`src/rtl/output_layer_accumulator.sv`:
```
// Output-layer MAC stage: ten parallel signed dot products over a stream
// of hidden activations, saturated and held for softMax under valid/ready.

`ifndef SOFTMAX_IN_BIT_WIDTH
`define SOFTMAX_IN_BIT_WIDTH 16
`endif

module output_layer_accumulator #(
  parameter int IN_WIDTH     = 8,
  parameter int WEIGHT_WIDTH = 8,
  parameter int NUM_INPUTS   = 64,
  parameter int ACC_WIDTH    = 24,
  parameter int SUM_WIDTH    = `SOFTMAX_IN_BIT_WIDTH
) (
  input  logic                         clk,
  input  logic                         reset,
  input  logic                         start,
  input  logic                         in_valid,
  output logic                         in_ready,
  input  logic [IN_WIDTH-1:0]          activation,
  input  logic [10*WEIGHT_WIDTH-1:0]   weights,
  output logic [10*SUM_WIDTH-1:0]      sum_out,
  output logic                         out_valid,
  input  logic                         out_ready,
  output logic                         busy
);

  localparam int NC = 10;
  localparam int PW = IN_WIDTH + WEIGHT_WIDTH;
  localparam int CW = $clog2(NUM_INPUTS + 1);

  localparam logic signed [ACC_WIDTH-1:0] MAXV =
    {{(ACC_WIDTH-SUM_WIDTH+1){1'b0}}, {(SUM_WIDTH-1){1'b1}}};
  localparam logic signed [ACC_WIDTH-1:0] MINV =
    {{(ACC_WIDTH-SUM_WIDTH+1){1'b1}}, {(SUM_WIDTH-1){1'b0}}};

  typedef enum logic [1:0] {
    S_IDLE,
    S_ACCUM,
    S_OUT
  } state_t;

  state_t                       r_state;
  state_t                       w_next_state;
  logic signed [ACC_WIDTH-1:0]  r_acc [NC];
  logic signed [ACC_WIDTH-1:0]  w_acc_next [NC];
  logic [CW-1:0]                r_count;
  logic [10*SUM_WIDTH-1:0]      r_sum;
  logic [10*SUM_WIDTH-1:0]      w_sat;
  logic                         w_last;

  // Clamp a wide accumulator into the signed output range.
  function automatic logic [SUM_WIDTH-1:0] sat(
    input logic signed [ACC_WIDTH-1:0] v
  );
    if (v > MAXV)
      return MAXV[SUM_WIDTH-1:0];
    else if (v < MINV)
      return MINV[SUM_WIDTH-1:0];
    else
      return v[SUM_WIDTH-1:0];
  endfunction

  // Per-class product, sign-extended sum, and saturated packed result.
  always_comb begin
    logic signed [PW-1:0] a_ext;
    logic signed [PW-1:0] w_ext;
    logic signed [PW-1:0] prod;
    w_sat = '0;
    a_ext = {{WEIGHT_WIDTH{activation[IN_WIDTH-1]}}, activation};
    for (int k = 0; k < NC; k++) begin
      w_ext = {{IN_WIDTH{weights[(10-k)*WEIGHT_WIDTH-1]}},
               weights[(10-k)*WEIGHT_WIDTH-1 -: WEIGHT_WIDTH]};
      prod  = a_ext * w_ext;
      w_acc_next[k] = r_acc[k] +
        {{(ACC_WIDTH-PW){prod[PW-1]}}, prod};
      w_sat[(10-k)*SUM_WIDTH-1 -: SUM_WIDTH] = sat(w_acc_next[k]);
    end
  end

  assign w_last = (r_count == CW'(NUM_INPUTS - 1));

  // Next-state and handshake outputs.
  always_comb begin
    w_next_state = r_state;
    in_ready     = 1'b0;
    out_valid    = 1'b0;
    busy         = 1'b1;
    unique case (r_state)
      S_IDLE: begin
        busy = 1'b0;
        if (start) w_next_state = S_ACCUM;
      end
      S_ACCUM: begin
        in_ready = 1'b1;
        if (in_valid && w_last) w_next_state = S_OUT;
      end
      S_OUT: begin
        out_valid = 1'b1;
        if (out_ready) w_next_state = S_IDLE;
      end
      default: w_next_state = S_IDLE;
    endcase
  end

  // State, accumulators, beat counter and the held result.
  always_ff @(posedge clk) begin
    if (reset) begin
      r_state <= S_IDLE;
      r_count <= '0;
      r_sum   <= '0;
      for (int k = 0; k < NC; k++) r_acc[k] <= '0;
    end else begin
      r_state <= w_next_state;
      if (r_state == S_IDLE && start) begin
        r_count <= '0;
        for (int k = 0; k < NC; k++) r_acc[k] <= '0;
      end else if (in_ready && in_valid) begin
        r_count <= r_count + CW'(1);
        for (int k = 0; k < NC; k++) r_acc[k] <= w_acc_next[k];
        if (w_last) r_sum <= w_sat;
      end
    end
  end

  assign sum_out = r_sum;

endmodule
```
`config.mk`:
```
export PLATFORM = sky130hd
export DESIGN_NAME = output_layer_accumulator
export DESIGN_NICKNAME = d
export VERILOG_FILES = /design/src/rtl/output_layer_accumulator.sv
export SDC_FILE = /design/constraint.sdc
export NUM_CORES = 2
export LEC_CHECK = 0
export ABC_CLOCK_PERIOD_IN_PS = 10100
export BUFFER_PORTS_ARGS = -buffer_cell sky130_fd_sc_hd__buf_4
export CAP_MARGIN = 20
export CORE_MARGIN = 2
export CORE_UTILIZATION = 55
export CTS_BUF_LIST = sky130_fd_sc_hd__clkbuf_8
export DETAILED_ROUTE_END_ITERATION = 12
export GPL_ROUTABILITY_DRIVEN = 1
export MAX_ROUTING_LAYER = met4
export PLACE_DENSITY = 0.81
export REMOVE_ABC_BUFFERS = 1
export SLEW_MARGIN = 10
export SYNTH_ARGS = -nofsm -noshare
export SYNTH_HDL_FRONTEND = slang
export SYNTH_SLANG_ARGS = --single-unit
```
`constraint.sdc`:
```
create_clock -name clk -period 10.1 [get_ports clk]
set_input_delay 1.01 -clock clk [delete_from_list [all_inputs] [get_ports clk]]
set_output_delay 1.01 -clock clk [all_outputs]
set_load 0.1 [all_outputs]
```
==> flow_summary.json <==
{
  "status": "finished, final reports clean",
  "ys_seq_area_frac": 0.201,
  "core_um2": 95000,
  "slew-limit-headroom": 0.313,
  "die_x_um": 314,
  "fp-row-count": 113,
  "place_area_um2": 55900,
  "register_area_um2": 10600,
  "die_area_um2": 98400,
  "drt-total-wl_um": 128000,
  "cts_resized": 0,
  "holdBufCountCts": 0,
  "finalSetupViolCount": 0,
  "hold_class": "flip-flop to flip-flop",
  "cts_root_buffer": "clkbuf_8",
  "synth_warnings": 0,
  "ys_seq_elements": 409,
  "synth_edf_count": 240,
  "via_per_inst": 5.53,
  "required_ns": 10.61,
  "critical_path_peak_fanout": 66,
  "fin_crit_ns": 8.81,
  "multiInputGateArea_um2": 37900,
  "cts_tree": "done",
  "postRouteAntennaNets": 0,
  "fill_cells": 8128,
  "place_ws_ns": 0.661,
  "cts.sinks": 409,
  "grt_antenna_before_repair": 15,
  "cap_violations": 0,
  "synth_async_sr_flop_share": 0,
  "drt_iter0_drc": 2479,
  "post_cts_buffers": 0,
  "yosys.area.top_type": "fa_1",
  "track_usage": 0.273,
  "first_global_vias": 42874,
  "fin_ws_ns": 1.29,
  "initial_core_util": 0.555,
  "wire_per_inst_um": 17.2,
  "crit_buf_inv": 5,
  "rsz0062_at_grt": "no",
  "clock_skew_ns": 0.0491,
  "fmax_mhz": 114,
  "post-route-drc-count": 0,
  "htree_levels": 3,
  "yosysMostFrequentCell": "inv_1",
  "avgSynthCellArea_um2": 9.00,
  "area_delta_synth_final_pct": 9.13,
  "worstSetupEndpointType": "flip-flop",
  "synthCells": 5865,
  "worst_pin_slew_ns": 1.02,
  "critPathKind": "primary input to flip-flop",
  "grt_max_degree": 79,
  "routed-via-count": 41003,
  "fin_area_um2": 57600,
  "finalHoldViolations": 0,
  "synthTopCellsByArea": "fa_1 21%, edfxtp_1 14%, ha_1 13%, inv_1 6.8%, dfxtp_1 6.4%",
  "clock_path_buffers": 3,
  "synthesis.area_um2": 52800,
  "cp_slowest_cell": "a21oi_1",
  "critical_path.top_delay_family": "compound AO/OA/AOI/OAI gates",
  "slew_viol_final": 0,
  "clk-insertion-delay-late_ns": 0.72,
  "ys_types": 101,
  "cp_data_arrival_time_ns": 9.32,
  "num-nets-final": 7269,
  "num_io_pins": 256,
  "die_h_um": 314,
  "period_share": 0.872,
  "drive_gt1_frac": 0.0814,
  "numCtsBuffers": 76,
  "grt-ovfl-total": 0,
  "start_kind": "primary input",
  "grt_pass1_wl_um": 214000,
  "port_buffers": 255,
  "place.gp.congestion": 0.913,
  "synthTopCellsByCount": "952 x inv_1, 560 x fa_1, 546 x ha_1",
  "path_clk_slew_ns": 0.06,
  "holdWs_ns": 0.458,
  "fin_setup_tns_ns": 0,
  "ys.flop_type": "edfxtp_1",
  "dr.pass1.iters": 6,
  "synth_top_area_share": 0.212,
  "dp_hpwl_um": 98300,
  "slowest_delay_ns": 0.86
}
-- area by class of cell --
type,count,area share
timing repair buffer,305,0.0401
multi-input combinational,4326,0.658
antenna,16,0.000695
clock inverter,46,0.00500
tap,1265,0.0275
clock buffer,94,0.0225
inverter,952,0.0621
sequential,409,0.184
-- through the flow --
step	cells	utilization
after floorplan	5687	-
after global placement	7254	0.589
after detailed placement	7255	0.589
after CTS	7395	0.605
after global routing	7409	0.606
final	7413	0.606
-- metal layers --
layer | share of wire | wire length [um] | global-route usage
met4 | 0.028 | 3550 | 0.0911
met3 | 0.057 | 7230 | 0.0357
met1 | 0.43 | 54600 | 0.343
met2 | 0.49 | 62500 | 0.455
met5 | 0 | 0 | -
-- worst min-delay path: stages (launching register included) --
cell     delay [ns]
dfxtp_1        0.31
nand2_1        0.05
a21oi_1        0.05
-- final timing paths --
kind / start / depth (start not counted) / to / slack (ns)
min: sum_out[111] / 2 / sum_out[111] / 0.46
min reg2reg: sum_out[111] / 2 / sum_out[111] / 0.46
max reg2reg: r_acc[1][0] / 14 / sum_out[135] / 5.64
max: activation[4] / 29 / sum_out[135] / 1.29
-- flip-flops by register name, indices dropped and copies added (netlist names) --
| signal | cells |
|---|---|
| sum_out | 160 |
| r_count | 7 |
| r_state | 2 |
| r_acc | 240 |
-- cell usage in the layout (no fill, tap or decap), types with 98 or more instances in the layout --
cell and n:
o21ai_0 128, edfxtp_1 240, nand2_1 281, nor2_1 514, inv_1 976, a21o_1 98
a21oi_1 271, nand2b_1 102, fa_1 560, buf_4 301, xor2_1 103, xnor2_1 251
dfxtp_1 169, and2_1 528, ha_1 546, a211oi_1 111
-- kinds of logic (layout without fill, tap and decap cells) --
family / count (synthesis) / in the layout / share of synthesized area
flops: 409 / 409 / 0.201
simple gates: 1863 / 1863 / 0.182
xor+xnor: 366 / 366 / 0.0637
compound gates: 977 / 977 / 0.127
other cells: 0 / 16 / 0
fa+ha+maj: 1106 / 1106 / 0.342
buf+inv: 1130 / 1397 / 0.0816
mux: 14 / 14 / 0.00294
Power is left out: the tool's default activity adds up to more than one toggle a clock period on the data nets, which glitch-free logic cannot reach.
